==> src/rtl/kd_root_ctrl.sv <==
// -----------------------------------------------------------------------------
// kd_root_ctrl
//
// Top-level controller for a k-d tree build. A single start request runs the
// whole sequence against the root node: reset the tree, stream the centers in,
// configure the sort axis, kick the sort and wait for the tree to report a
// stable ready_to_sort. The captured root center is then presented on
// o_root_center until the next accepted start.
//
// Ports
//   i_clk, i_rst            : clock, synchronous active-high reset
//   i_start                 : one-cycle build request (honoured in IDLE/ERROR)
//   i_num_centers           : number of centers for this run (sampled on start)
//   i_sort_axis             : sort axis for this run (sampled on start)
//   i_center_valid/_data    : upstream center stream
//   o_center_ready          : upstream ready (combinational)
//   o_command_to_node       : command to root node (registered)
//   o_data_to_node          : data to root node (registered)
//   i_command_from_node     : response command from root node
//   i_data_from_node        : response data from root node
//   o_busy, o_done, o_error : status (registered)
//   o_root_center           : final root center (registered)
//   o_state                 : current FSM state, for observation
//
// Handshake: a center beat transfers on a rising edge where both
// i_center_valid and o_center_ready are high. The source may raise valid at
// any time and must hold data stable while valid is high and ready is low;
// ready never depends on valid.
// -----------------------------------------------------------------------------
module kd_root_ctrl #(
  parameter int TIMEOUT       = 1024,
  parameter int STABLE_CYCLES = 4,
  parameter int MAX_CENTERS   = 16
) (
  input  logic                               i_clk,
  input  logic                               i_rst,
  input  logic                               i_start,
  input  logic [$clog2(MAX_CENTERS+1)-1:0]   i_num_centers,
  input  logic [1:0]                         i_sort_axis,
  input  logic                               i_center_valid,
  input  logic [23:0]                        i_center_data,
  output logic                               o_center_ready,
  output logic [4:0]                         o_command_to_node,
  output logic [23:0]                        o_data_to_node,
  input  logic [4:0]                         i_command_from_node,
  input  logic [23:0]                        i_data_from_node,
  output logic                               o_busy,
  output logic                               o_done,
  output logic                               o_error,
  output logic [23:0]                        o_root_center,
  output logic [2:0]                         o_state
);

  localparam int CW = $clog2(MAX_CENTERS + 1);
  localparam int TW = $clog2(TIMEOUT + 1);
  localparam int SW = $clog2(STABLE_CYCLES + 1);

  localparam logic [CW-1:0] MAX_CNT     = CW'(MAX_CENTERS);
  localparam logic [TW-1:0] TMO_LAST    = TW'(TIMEOUT - 1);
  localparam logic [SW-1:0] STABLE_LAST = SW'(STABLE_CYCLES - 1);

  // Root node command codes
  localparam logic [4:0] CMD_NOP           = 5'h00;
  localparam logic [4:0] CMD_CENTER_FILL   = 5'h01;
  localparam logic [4:0] CMD_CFG_AXIS      = 5'h02;
  localparam logic [4:0] CMD_FILL_DONE     = 5'h05;
  localparam logic [4:0] CMD_CFG_AXIS_DONE = 5'h07;
  localparam logic [4:0] CMD_START_SORT    = 5'h09;
  localparam logic [4:0] CMD_READY_TO_SORT = 5'h0a;
  localparam logic [4:0] CMD_RST_DONE      = 5'h1e;
  localparam logic [4:0] CMD_RST           = 5'h1f;

  typedef enum logic [2:0] {
    S_IDLE      = 3'd0,
    S_TREE_RST  = 3'd1,
    S_FILL      = 3'd2,
    S_AXIS      = 3'd3,
    S_SORT_KICK = 3'd4,
    S_SORT_WAIT = 3'd5,
    S_DONE      = 3'd6,
    S_ERROR     = 3'd7
  } state_t;

  state_t          r_state;
  logic [CW-1:0]   r_num;
  logic [1:0]      r_axis;
  logic [CW-1:0]   r_count;
  logic [TW-1:0]   r_tmo;
  logic [SW-1:0]   r_stable;
  logic [4:0]      r_cmd;
  logic [23:0]     r_data;
  logic            r_busy;
  logic            r_done;
  logic            r_error;
  logic [23:0]     r_root;

  logic            w_center_ready;
  logic            w_accept;
  logic            w_start_ok;
  logic            w_num_bad;
  logic            w_tmo_hit;
  logic            w_stable_hit;

  // Ready drops in the cycle the node reports fill done, so a beat offered
  // alongside that report is never taken.
  assign w_center_ready = (r_state == S_FILL) &&
                          (i_command_from_node != CMD_FILL_DONE) &&
                          (r_count < r_num);
  assign w_accept       = w_center_ready && i_center_valid;

  // A start is only honoured when no build is in flight.
  assign w_start_ok     = i_start && ((r_state == S_IDLE) || (r_state == S_ERROR));
  assign w_num_bad      = (i_num_centers == '0) || (i_num_centers > MAX_CNT);

  // Asserted on the edge that would complete TIMEOUT cycles in a waiting state.
  assign w_tmo_hit      = (r_tmo == TMO_LAST);
  assign w_stable_hit   = (i_command_from_node == CMD_READY_TO_SORT) &&
                          (r_stable == STABLE_LAST);

  // Registered outputs are loaded together with the state they belong to, so
  // the node sees the new command in the first cycle of the new state.
  always_ff @(posedge i_clk) begin
    if (i_rst) begin
      r_state  <= S_IDLE;
      r_num    <= '0;
      r_axis   <= '0;
      r_count  <= '0;
      r_tmo    <= '0;
      r_stable <= '0;
      r_cmd    <= CMD_NOP;
      r_data   <= '0;
      r_busy   <= 1'b0;
      r_done   <= 1'b0;
      r_error  <= 1'b0;
      r_root   <= '0;
    end else begin
      r_done <= 1'b0;
      r_cmd  <= CMD_NOP;
      r_data <= '0;

      if (w_start_ok) begin
        r_num    <= i_num_centers;
        r_axis   <= i_sort_axis;
        r_count  <= '0;
        r_tmo    <= '0;
        r_stable <= '0;
        r_root   <= '0;
        if (w_num_bad) begin
          // Illegal size: fail without touching the tree.
          r_state <= S_ERROR;
          r_busy  <= 1'b0;
          r_error <= 1'b1;
        end else begin
          r_state <= S_TREE_RST;
          r_busy  <= 1'b1;
          r_error <= 1'b0;
          r_cmd   <= CMD_RST;
        end
      end else begin
        case (r_state)
          S_TREE_RST: begin
            if (i_command_from_node == CMD_RST_DONE) begin
              r_state <= S_FILL;
              r_tmo   <= '0;
            end else if (w_tmo_hit) begin
              r_state <= S_ERROR;
              r_busy  <= 1'b0;
              r_error <= 1'b1;
              r_tmo   <= '0;
            end else begin
              r_tmo <= r_tmo + 1'b1;
              r_cmd <= CMD_RST;
            end
          end

          S_FILL: begin
            if (i_command_from_node == CMD_FILL_DONE) begin
              r_tmo <= '0;
              if (r_count == r_num) begin
                r_state <= S_AXIS;
                r_cmd   <= CMD_CFG_AXIS;
                r_data  <= {22'b0, r_axis};
              end else begin
                r_state <= S_ERROR;
                r_busy  <= 1'b0;
                r_error <= 1'b1;
              end
            end else if (w_tmo_hit) begin
              r_state <= S_ERROR;
              r_busy  <= 1'b0;
              r_error <= 1'b1;
              r_tmo   <= '0;
            end else begin
              // Stalls keep the timeout running; only accepted beats are
              // forwarded, everything else goes out as nop.
              r_tmo <= r_tmo + 1'b1;
              if (w_accept) begin
                r_cmd  <= CMD_CENTER_FILL;
                r_data <= i_center_data;
                if (r_count != MAX_CNT) begin
                  r_count <= r_count + 1'b1;
                end
              end
            end
          end

          S_AXIS: begin
            if (i_command_from_node == CMD_CFG_AXIS_DONE) begin
              r_state <= S_SORT_KICK;
              r_tmo   <= '0;
              r_cmd   <= CMD_START_SORT;
              r_data  <= {22'b0, r_axis};
            end else if (w_tmo_hit) begin
              r_state <= S_ERROR;
              r_busy  <= 1'b0;
              r_error <= 1'b1;
              r_tmo   <= '0;
            end else begin
              r_tmo  <= r_tmo + 1'b1;
              r_cmd  <= CMD_CFG_AXIS;
              r_data <= {22'b0, r_axis};
            end
          end

          S_SORT_KICK: begin
            // start_sorting is visible for exactly this one cycle.
            r_state  <= S_SORT_WAIT;
            r_tmo    <= '0;
            r_stable <= '0;
          end

          S_SORT_WAIT: begin
            if (w_stable_hit) begin
              r_state  <= S_DONE;
              r_root   <= i_data_from_node;
              r_done   <= 1'b1;
              r_busy   <= 1'b0;
              r_tmo    <= '0;
              r_stable <= '0;
            end else if (w_tmo_hit) begin
              r_state  <= S_ERROR;
              r_busy   <= 1'b0;
              r_error  <= 1'b1;
              r_tmo    <= '0;
              r_stable <= '0;
            end else begin
              r_tmo <= r_tmo + 1'b1;
              // Any other response breaks the run of ready_to_sort.
              if (i_command_from_node == CMD_READY_TO_SORT) begin
                r_stable <= r_stable + 1'b1;
              end else begin
                r_stable <= '0;
              end
            end
          end

          S_DONE: begin
            r_state <= S_IDLE;
            r_busy  <= 1'b0;
          end

          S_IDLE: begin
            r_busy <= 1'b0;
          end

          S_ERROR: begin
            // Sticky until reset or a new start.
            r_busy  <= 1'b0;
            r_error <= 1'b1;
          end

          default: begin
            r_state <= S_IDLE;
            r_busy  <= 1'b0;
          end
        endcase
      end
    end
  end

  assign o_center_ready    = w_center_ready;
  assign o_command_to_node = r_cmd;
  assign o_data_to_node    = r_data;
  assign o_busy            = r_busy;
  assign o_done            = r_done;
  assign o_error           = r_error;
  assign o_root_center     = r_root;
  assign o_state           = r_state;

endmodule
==> config.mk <==
export PLATFORM = sky130hd
export DESIGN_NAME = kd_root_ctrl
export DESIGN_NICKNAME = d
export VERILOG_FILES = /design/src/rtl/kd_root_ctrl.sv
export SDC_FILE = /design/constraint.sdc
export NUM_CORES = 1
export LEC_CHECK = 0
export CORE_MARGIN = 1
export CORE_UTILIZATION = 41
export CTS_BUF_LIST = sky130_fd_sc_hd__clkbuf_8
export CTS_CLUSTER_SIZE = 16
export DETAILED_ROUTE_END_ITERATION = 10
export MAX_ROUTING_LAYER = met4
export PLACE_DENSITY_LB_ADDON = 0.15
export SYNTH_ARGS = -nofsm -noshare
export SYNTH_HDL_FRONTEND = slang
export SYNTH_SLANG_ARGS = --single-unit
==> constraint.sdc <==
create_clock -name i_clk -period 4.8 [get_ports i_clk]
set_input_delay 0.72 -clock i_clk [delete_from_list [all_inputs] [get_ports i_clk]]
set_output_delay 0.72 -clock i_clk [all_outputs]
set_load 0.01 [all_outputs]
==> results of run 1 <==
-- routing by layer --
metal,up-vias,part of all wire [%],GRT usage [%]
met5,-,0,-
met4,0,1.6,7.463
met3,14,6.4,4.581
met2,107,46,32.02
met1,1577,46,26.62
li1,1764,-,-
-- synthesized netlist by cell type (3+ instances only) --
cell type   n  share of area (%)
inv_1      18                1.8
nor4_1      3               0.49
buf_2       9                1.2
xnor2_1     9                2.1
o211ai_1    3               0.59
nor3_1     19                2.5
clkbuf_1    9               0.89
o21ai_0     8                1.1
nor2_1     21                2.1
o21a_1      3               0.59
dfxtp_1    84                 44
a211o_1     3               0.69
and2_1     25                4.1
ha_1       12                4.0
nand2b_1    3               0.49
a211oi_1    3               0.59
and3_1      3               0.49
nand3_1     6               0.79
nand2_1    80                7.9
mux2i_1     4                1.1
a22o_1      3               0.69
nand4_1     9                1.5
or3_1       3               0.49
a21oi_1    47                6.2
buf_4       7                1.4
o22ai_1     4               0.66
-- how the worst max path moves through the flow --
stage / from / end / slack [ns] / depth (start not counted)
after floorplan: i_command_from_node[4] / o_center_ready / 2.77 / 3
after global placement: i_command_from_node[4] / o_center_ready / 1.67 / 5
after detailed placement: i_command_from_node[4] / o_center_ready / 1.64 / 5
after CTS: i_command_from_node[4] / o_center_ready / 1.64 / 5
after global routing: i_command_from_node[4] / o_center_ready / 1.49 / 5
final: i_command_from_node[4] / o_center_ready / 1.62 / 5
-- critical path, stage by stage --
cell and delay (ns):
clkdlybuf4s50_1 0.54, nand4bb_1 0.34, o211ai_1 0.29, nor2_1 0.07, clkdlybuf4s50_1 0.50
-- logic make-up after synthesis --
kind of cell	count (synthesis)	share of synthesized area (%)
flip-flops	84	44.27
adder cells (fa/ha/maj)	12	3.952
AND/OR/NAND/NOR	191	25.89
multiplexers	5	1.350
buffers and inverters	43	5.237
AO/OA/AOI/OAI	97	16.77
XOR/XNOR	11	2.536
-- power by group --
| part | switching [mW] | internal [mW] | leakage (nW) |
|---|---|---|---|
| registers | 0.0673 | 0.737 | 0.679 |
| clock network | 0.251 | 0.238 | 0.0980 |
| logic | 0.273 | 0.227 | 1.10 |
-- flip-flops by register name, indices dropped and copies added, names as in the netlist --
name,cells
o_data_to_node,24
o_root_center,24
r_tmo,11
r_count,5
r_num,5
o_command_to_node,4
o_state,3
r_stable,3
r_axis,2
o_busy,1
o_done,1
o_error,1
-- layout make-up --
type	instances	area, um^2
Clock buffer	9	123.9
Clock inverter	7	70.07
Fill cell	822	3598
Inverter	18	67.56
Multi-Input combinational cell	316	1918
Sequential cell	84	1682
Tap cell	108	135.1
Timing Repair Buffer	126	1254
-- stage by stage --
stage	cells	worst slack, ns	power (mW)	instance area [um^2]
6_report	668	1.618	1.793	5250
5_1_grt	668	1.490	1.907	5250
4_1_cts	668	1.638	1.809	5250
3_5_place_dp	652	1.638	1.319	5056
3_3_place_gp	652	1.669	1.311	5056
2_1_floorplan	443	2.770	1.144	3799
==> flow_metrics.env, run 1 <==
export IMPL_status="complete, but fails checks"
export IMPL_violations="design-rule violations"
export IMPL_coreArea_um2=8848
export IMPL_min_to="o_root_center[1]$_SDFFE_PP0P_"
export IMPL_layout_common_cells="clkdlybuf4s50_1 (123), dfxtp_1 (84), nand2_1 (80)"
export IMPL_utilization_pct=59.33
export IMPL_wirelength_um=9533
export IMPL_maxSlewViolCount=0
export IMPL_rows=34
export IMPL_post_cts_buffers=0
export IMPL_cp_required_ns=4.08
export IMPL_whs_ns=0.4563
export IMPL_clock_path_buffers=2
export IMPL_area_delta_synth_final_pct=38.21
export IMPL_antenna_found_initial=0
export IMPL_cts_root_buffer="clkbuf_8"
export IMPL_max_freq_ghz=0.3143
export IMPL_r2r_end="o_root_center[8]$_SDFFE_PP0P_"
export IMPL_globalplace_congestion=0.8486
export IMPL_wl_per_cell_um=14.27
export IMPL_tritoncts="yes"
export IMPL_grt_setup_unrepaired="no"
export IMPL_max_slew_worst_pin_slew_ns=0.8562
export IMPL_worstPathArrival_ns=2.46
export IMPL_p_per_area_nw_per_um2=341.6
export IMPL_cts_hold_buf=0
export IMPL_critical_path_class="in -> out"
export IMPL_r2r_start="o_state[1]$_SDFFE_PP0P_"
export IMPL_drtIter0Drc=151
export IMPL_syn_inst=443
export IMPL_synth_nets=519
export IMPL_gr_usage_all_layers_pct=20.73
export IMPL_clock_latency_ns=0.35
export IMPL_end_kind="output pin"
export IMPL_dp_hpwl_um=6860
export IMPL_hold_viol=0
export IMPL_fin_tns_setup_ns=0
export IMPL_holdPathStages=2
export IMPL_ys_ff_latch=84
export IMPL_yosysWarnings=0
export IMPL_htree_levels=3
export IMPL_synth_edf_count=0
export IMPL_grt_pass1_vias=3274
export IMPL_min_period_over_period_pct=66.29
export IMPL_critPathMaxFanout=8
export IMPL_numPortBuffers=123
export IMPL_clk_pin_slew_ns=0.09
export IMPL_hp_start="o_root_center[1]$_SDFFE_PP0P_"
export IMPL_ir_drop_mv=0.1629
export IMPL_ys_types=62
export IMPL_final_nets=631
export IMPL_avgSynthCellArea_um2=8.575
export IMPL_postRouteAntennaNets=0
export IMPL_relSlewSlack_pct=42.78
export IMPL_viasPerCell=5.183
export IMPL_grt_max_degree=26
export IMPL_numCtsBuffers=9
export IMPL_syn_area_um2=3799
export IMPL_fin_skew_ns=0.01145
export IMPL_period_needed_ns=3.182
export IMPL_synth_ff_type="dfxtp_1"
export IMPL_overflow=0
export IMPL_die_area_um2=9654
export IMPL_setup_viol=0
export IMPL_final_layout_size_suffix_gt1_share_pct=5.714
export IMPL_synthArstFlopShare_pct=0
export IMPL_final_common_cell="clkdlybuf4s50_1"
export IMPL_antenna_cells=0
export IMPL_cts_sinks=84
export IMPL_drc=12
export IMPL_initial_core_util_pct=42.93
export IMPL_grt_pass1_wl_um=15610
export IMPL_r2r_setup_slack_ns=2.09
export IMPL_leakagePower_nw=1.873
export IMPL_reg2regPathDepth=5
export IMPL_hold_class="reg -> reg"
export IMPL_cp_start_kind="input port"
export IMPL_vias=3462
export IMPL_cts_resized=0
export IMPL_first_pass_iters=9
export IMPL_fp_dieW_um=98.26
export IMPL_die_h_um=98.26
export IMPL_drv_cap=0
export IMPL_io_pins=124
export IMPL_seq_area_frac_synth_pct=44.27
(Power assumes the default switching activity.)
==> run 2, diff against run 1 <==
- clock period: 4.8 -> 2.6 ns (I/O delays scaled with it)
==> flow_metrics.env, run 2 (synthesis results as in run 1) <==
export IMPL_final_layout_size_suffix_gt1_share_pct=8.348
export IMPL_cts_root_buffer="clkbuf_8"
export IMPL_globalplace_congestion=0.9061
export IMPL_grt_pass1_wl_um=16140
export IMPL_clock_path_buffers=2
export IMPL_min_period_over_period_pct=81.71
export IMPL_seqPwrFrac_pct=41.0
export IMPL_fin_tns_setup_ns=0
export IMPL_grt_pass1_vias=3362
export IMPL_worstPathArrival_ns=1.73
export IMPL_cp_start_kind="register"
export IMPL_pwr_share_comb_pct=30.0
export IMPL_initial_core_util_pct=42.93
export IMPL_coreArea_um2=8848
export IMPL_grt_setup_unrepaired="no"
export IMPL_clk_pin_slew_ns=0.08
export IMPL_postRouteAntennaNets=0
export IMPL_drv_cap=0
export IMPL_status="complete, but fails checks"
export IMPL_utilization_pct=60.96
export IMPL_antenna_cells=0
export IMPL_fp_dieW_um=98.26
export IMPL_multi_input_area_um2=1918
export IMPL_ff_latch_area_um2=1682
export IMPL_viasPerCell=5.309
export IMPL_clock_latency_ns=0.36
export IMPL_htree_levels=3
export IMPL_first_pass_iters=8
export IMPL_final_fill_count=788
export IMPL_leakagePower_nw=1.987
export IMPL_gr_usage_all_layers_pct=21.58
export IMPL_instances_no_fill=683
export IMPL_area_delta_synth_final_pct=42.00
export IMPL_antenna_found_initial=0
export IMPL_numPortBuffers=123
export IMPL_overflow=0
export IMPL_max_slew_worst_pin_slew_ns=0.4887
export IMPL_fin_skew_ns=0.01047
export IMPL_wirelength_um=9920
export IMPL_period_needed_ns=2.124
export IMPL_setup_viol=0
export IMPL_layout_common_cells="clkdlybuf4s50_1 (122), dfxtp_1 (84), nand2_1 (80)"
export IMPL_power_switching_mw=1.113
export IMPL_cts_sinks=84
export IMPL_violations="design-rule violations"
export IMPL_wl_per_cell_um=14.52
export IMPL_clock_power_share_pct=29.0
export IMPL_critPathMaxFanout=10
export IMPL_max_freq_ghz=0.4707
export IMPL_maxSlewViolCount=0
export IMPL_critical_path_class="reg -> out"
export IMPL_power_switching_share_pct=31.85
export IMPL_ir_drop_mv=0.3882
export IMPL_io_pins=124
export IMPL_drtIter0Drc=206
export IMPL_numCtsBuffers=9
export IMPL_p_per_area_nw_per_um2=648.1
export IMPL_tritoncts="yes"
export IMPL_placed_cells=668
export IMPL_vias=3626
export IMPL_hold_class="reg -> reg"
export IMPL_p_int_mw=2.382
export IMPL_end_kind="output pin"
export IMPL_die_area_um2=9654
export IMPL_dp_hpwl_um=7232
export IMPL_grt_max_degree=26
export IMPL_drc=12
export IMPL_final_nets=647
export IMPL_die_h_um=98.26
export IMPL_post_cts_buffers=0
export IMPL_hold_viol=0
export IMPL_rows=34
export IMPL_cp_required_ns=2.21
export IMPL_relSlewSlack_pct=67.08
export IMPL_final_common_cell="clkdlybuf4s50_1"
## run 2: per-stage QoR
stage	total power, mW	worst slack (ns)	area, um^2	hold slack [ns]
2_1_floorplan	2.112	0.7425	3799	0.4360
4_1_cts	3.522	0.08307	5391	0.4578
6_report	3.496	0.4756	5394	0.4536
3_5_place_dp	2.498	0.2286	5176	0.4466
3_3_place_gp	2.485	0.2381	5176	0.4403
5_1_grt	3.683	0.3332	5394	0.4768
## run 2: power by group through the flow
stage	registers [mW]	clock network, mW	logic (mW)
after floorplan	1.46	0	0.654
after CTS	1.43	1.05	1.04
final	1.43	1.01	1.05
after global placement	1.46	0	1.03
after global routing	1.44	1.09	1.15
after detailed placement	1.46	0	1.04
## run 2: worst max-delay path: stages (launching register included)
cell and delay, ns:
dfxtp_1 0.46, nor3b_4 0.41, o211ai_1 0.19, nor2_1 0.13, dlymetal6s2s_1 0.20
## run 2: area by class of cell
cell class,instances,share of cell area [%]
timing repair buffer,142,25.52
tap,108,2.505
multi-input combinational,316,35.56
clock buffer,10,2.552
clock inverter,5,1.438
sequential,84,31.18
inverter,18,1.253
## run 2: worst paths after layout
kind / slack [ns] / startpoint / depth (start not counted) / end
max: 0.48 / o_state[2]$_SDFFE_PP0P_ / 4 / o_center_ready
min: 0.45 / o_root_center[14]$_SDFFE_PP0P_ / 2 / o_root_center[14]$_SDFFE_PP0P_
max reg2reg: 0.52 / o_state[2]$_SDFFE_PP0P_ / 7 / r_stable[0]$_SDFFE_PP0P_
min reg2reg: 0.45 / o_root_center[14]$_SDFFE_PP0P_ / 2 / o_root_center[14]$_SDFFE_PP0P_
## run 2: what timing repair did
item                       CTS  global route
resized for setup            0             1
hold buffers                 0             0
setup endpoints to repair    0             1
## run 2: per-layer routing
metal / GRT usage (%) / part of all wire [%] / vias up
li1: - / - / 1799
met1: 26.83 / 45 / 1674
met2: 33.48 / 46 / 136
met3: 5.225 / 6.8 / 17
met4: 8.955 / 2.0 / 0
met5: - / 0 / -
==> run 3, diff against run 2 <==
- clock period: 2.6 -> 2.1 ns (I/O delays scaled with it)
==> flow_metrics.env, run 3 (synthesis results as in run 1) <==
export IMPL_rows=34
export IMPL_globalplace_congestion=0.8985
export IMPL_cts_root_buffer="clkbuf_8"
export IMPL_vias=3669
export IMPL_tritoncts="yes"
export IMPL_antenna_cells=0
export IMPL_postRouteAntennaNets=0
export IMPL_worstPathArrival_ns=1.70
export IMPL_violations="design-rule violations"
export IMPL_dp_hpwl_um=7720
export IMPL_hold_class="reg -> reg"
export IMPL_viasPerCell=5.204
export IMPL_final_common_cell="clkdlybuf4s50_1"
export IMPL_clk_pin_slew_ns=0.08
export IMPL_fp_dieW_um=98.26
export IMPL_startpoint="r_num[2]$_SDFFE_PP0P_"
export IMPL_whs_ns=0.4580
export IMPL_hold_viol=0
export IMPL_wl_per_cell_um=14.70
export IMPL_die_area_um2=9654
export IMPL_grt_pass1_wl_um=17160
export IMPL_cp_start_kind="register"
export IMPL_grt_met1_usage_pct=26.76
export IMPL_grt_setup_unrepaired="no"
export IMPL_r2r_start="r_num[2]$_SDFFE_PP0P_"
export IMPL_area_delta_synth_final_pct=50.46
export IMPL_final_layout_size_suffix_gt1_share_pct=13.07
export IMPL_layout_common_cells="clkdlybuf4s50_1 (122), dfxtp_1 (81), nand2_1 (80)"
export IMPL_io_pins=124
export IMPL_end_kind="output pin"
export IMPL_critPathMaxFanout=2
export IMPL_grt_pass1_vias=3615
export IMPL_die_h_um=98.26
export IMPL_met2_usage_pct=37.81
export IMPL_numPortBuffers=123
export IMPL_grt_busiest_layer="met2"
export IMPL_fin_tns_setup_ns=0
export IMPL_ir_drop_mv=0.4188
export IMPL_initial_core_util_pct=42.93
export IMPL_multi_input_area_um2=1987
export IMPL_numCtsBuffers=9
export IMPL_ff_latch_area_um2=1685
export IMPL_gr_usage_all_layers_pct=23.01
export IMPL_period_needed_ns=2.016
export IMPL_wirelength_um=10360
export IMPL_r2r_setup_slack_ns=0.11
export IMPL_hp_start="r_axis[1]$_SDFFE_PP0P_"
export IMPL_clock_latency_ns=0.36
export IMPL_min_period_over_period_pct=95.99
export IMPL_total_power_mw=4.798
export IMPL_p_per_area_nw_per_um2=839.5
export IMPL_leakagePower_nw=2.141
export IMPL_slowest_stage="dfxtp_1"
export IMPL_slowest_delay_ns=0.34
export IMPL_drv_cap=0
export IMPL_use_met3_pct=5.297
export IMPL_max_slew_worst_pin_slew_ns=0.3761
export IMPL_final_fill_count=746
export IMPL_crit_chain="inv_1 -> ha_4 -> a211oi_4 -> o22ai_2 -> nor2_1 -> buf_2"
export IMPL_cp_required_ns=1.78
export IMPL_critical_path_class="reg -> out"
export IMPL_cts_sinks=84
export IMPL_max_freq_ghz=0.4961
export IMPL_htree_levels=3
export IMPL_grt_max_degree=26
export IMPL_overflow=0
export IMPL_drtIter0Drc=186
export IMPL_cts_hold_buf=0
export IMPL_maxSlewViolCount=0
export IMPL_antenna_found_initial=0
export IMPL_clock_path_buffers=2
export IMPL_fin_skew_ns=0.009169
export IMPL_setup_viol=0
export IMPL_coreArea_um2=8848
export IMPL_status="complete, but fails checks"
export IMPL_final_nets=668
export IMPL_first_pass_iters=7
export IMPL_drc=12
export IMPL_relSlewSlack_pct=74.28
[run 3: cell types whose count changed in the layout (fill, tap and decap cells not counted), moves of 2 or more]
cell	change
dfxtp_2	+3
buf_4	+17
dfxtp_1	-3
ha_1	-2
buf_12	+3
bufinv_16	+2
[run 3: report_power, final]
part	internal, mW	switching [mW]	total [mW]
sequential	1.69	0.0954	1.78
combinational	0.695	0.780	1.47
clock	0.947	0.592	1.54
total	3.33	1.47	4.80
[run 3: what timing repair did]
item                                    CTS  global route
resized for setup                         7            10
pin swaps                                 2             3
endpoints found under the setup margin   16            44
buffers inserted                          3             0
[run 3: final cells by class]
class / instances / share of cell area, %
Multi-Input combinational cell: 316 / 34.76
Tap cell: 108 / 2.364
Clock inverter: 6 / 2.364
Timing Repair Buffer: 163 / 27.43
Sequential cell: 84 / 29.49
Clock buffer: 10 / 2.408
Inverter: 18 / 1.182
[run 3: per-stage QoR]
stage | cells | utilization (%) | instance area [um^2] | setup slack (ns)
floorplan | 443 | - | 3799 | 0.2425
global placement | 686 | 60.45 | 5349 | -0.1317
detailed placement | 686 | 60.45 | 5349 | -0.2807
CTS | 705 | 64.15 | 5677 | 0.002411
global route | 705 | 64.59 | 5715 | 0.001450
finish | 705 | 64.59 | 5715 | 0.08422
[run 3: final timing paths]
kind         cells past startpoint                 endpoint
max                              6           o_center_ready
min                              2   r_axis[1]$_SDFFE_PP0P_
max reg2reg                      8  r_count[4]$_SDFFE_PP0P_
min reg2reg                      2   r_axis[1]$_SDFFE_PP0P_
[run 3: worst max-delay path: cells and delay by family, from the launching register on]
| family | cells | cell delay, ns |
|---|---|---|
| AOI/OAI and AO/OA | 2 | 0.40 |
| adders and majority gates | 1 | 0.25 |
| buffers and inverters | 2 | 0.22 |
| DFF | 1 | 0.34 |
| and+or+nand+nor | 1 | 0.13 |
[run 3: routing by layer]
layer	wire length [um]	part of all wire (%)
met1	4580	44
met2	4919	47
met3	632	6.1
met4	229	2.2
met5	0	0
==> RTL change: new RTL, config.mk and constraints of run 3 <==
`TIMEOUT`: 1024 -> 4096.
--- a/src/rtl/kd_root_ctrl.sv
+++ b/src/rtl/kd_root_ctrl.sv
@@ -28,7 +28,7 @@
 // ready never depends on valid.
 // -----------------------------------------------------------------------------
 module kd_root_ctrl #(
-  parameter int TIMEOUT       = 1024,
+  parameter int TIMEOUT       = 4096,
   parameter int STABLE_CYCLES = 4,
   parameter int MAX_CENTERS   = 16
 ) (
Formal check against the unedited RTL: no difference found for any inputs over 4 cycles, from zero or initial values and one cycle with i_rst high; that may be too few to reach the edited logic, so the function may still have changed.
==> RTL change against run 3 <==
  * The flow finishes with violations (setup timing)
  * Setup slack lost 240 ps
  * Wire length is 10% higher
  * Global-route usage increased by 0.81 points
  * Hold slack got worse by 1.4 ps
  * Total power increased by 1.7%
  * Critical path depth increased by 3
  * Sequential power up 3%
  * Die area rose by 1.7%
  * Synthesized cell count rose by 3.4%
  * Count of clock-buffer cells in the layout decreased by 1
  * Design area up 8.3%
  * Area after synthesis is 1.8% higher
  * Sequential cell count grew 2
  * Via count up 9.7%
  * Critical endpoint is now r_count[3]
==> RTL change: results (changes against run 3) <==
Clock power frac 23.9% (-8.2 points); combinational power 1.89 mW (+29%); final wirelength 11410 µm (+10%); Synth area leaders dfxtp_1, nand2_1, a21oi_1; Lkg Pwr 2.324 nW (+8.5%); average size of a mapped cell 8.442 µm² (-1.6%); failing checks setup timing; total number of vias 4024 (+9.7%); vias in the first global route 3850 (+6.5%); xor-xnor portion of the synthesized cell area 2.718% (+0.18 points); worst-case reg-to-reg path depth 9 (+1); largest net degree at the start of global routing 30 (+15%); compound-cell area share of the yosys netlist 15.08% (-1.7 points); first-pass GRT wire length 18080 µm (+5.3%); CP startpoint r_num[4]; register area share after synthesis 44.53% (+0.26 points); dpl ws -482.9 ps (-202.2 ps); Setup WS post-layout -155.6 ps (-239.8 ps); met3 WL post-DR 771 µm (+22%); DR WL met2 5444 µm (+11%); Post-CTS Setup Inserts 11 (+8); GR Layer Usage met3 4.287% (-1.0 points); slowest library cell on the worst path or4_4; fraction of layout cells with a size suffix above 1 23.91% (+11 points); final HPWL from detailed placement 7717 µm (about the same); post_cts resized 45 (+38); status finished, violations left; Worst slew margin 68.59% (-5.7 points); DRT iter0 DRCs 202 (+8.6%); met1 Use GR 29.02% (+2.3 points); placed cell areas 0.005624 mm² (+5.1%); post-synthesis adder-cell area fraction 3.883% (-0.069 points); setup violators final 4 (+4)
## RTL change: cell count changes after synthesis, moves of 5 or more
| cell | run 3 | this run |
|---|---|---|
| nor2_1 | 21 | 34 |
| nor3_1 | 19 | 12 |
| or4_1 | 0 | 7 |
| buf_2 | 9 | 3 |
| clkbuf_1 | 9 | 15 |
| o21ai_0 | 8 | 14 |
| nand3_1 | 6 | 11 |
## RTL change: kinds of logic after synthesis
family	Yosys count
compound gates	95
flops	86
buf+inv	43
simple gates	202
fa+ha+maj	12
mux	8
xor+xnor	12
## RTL change: cell type report
class,instances,area (µm²)
multi-input cells,330,2211
inverters,17,68.82
repair buffers,195,1831
well taps,111,138.9
flip-flops and latches,86,1739
clock buffers,9,123.9
clock inverters,7,78.83
fillers,757,3005
## RTL change: worst paths after layout
kind	endpoint
setup / recovery	r_count[3]
hold / removal	o_root_center[6]
setup reg to reg	r_count[3]
hold reg to reg	o_root_center[6]
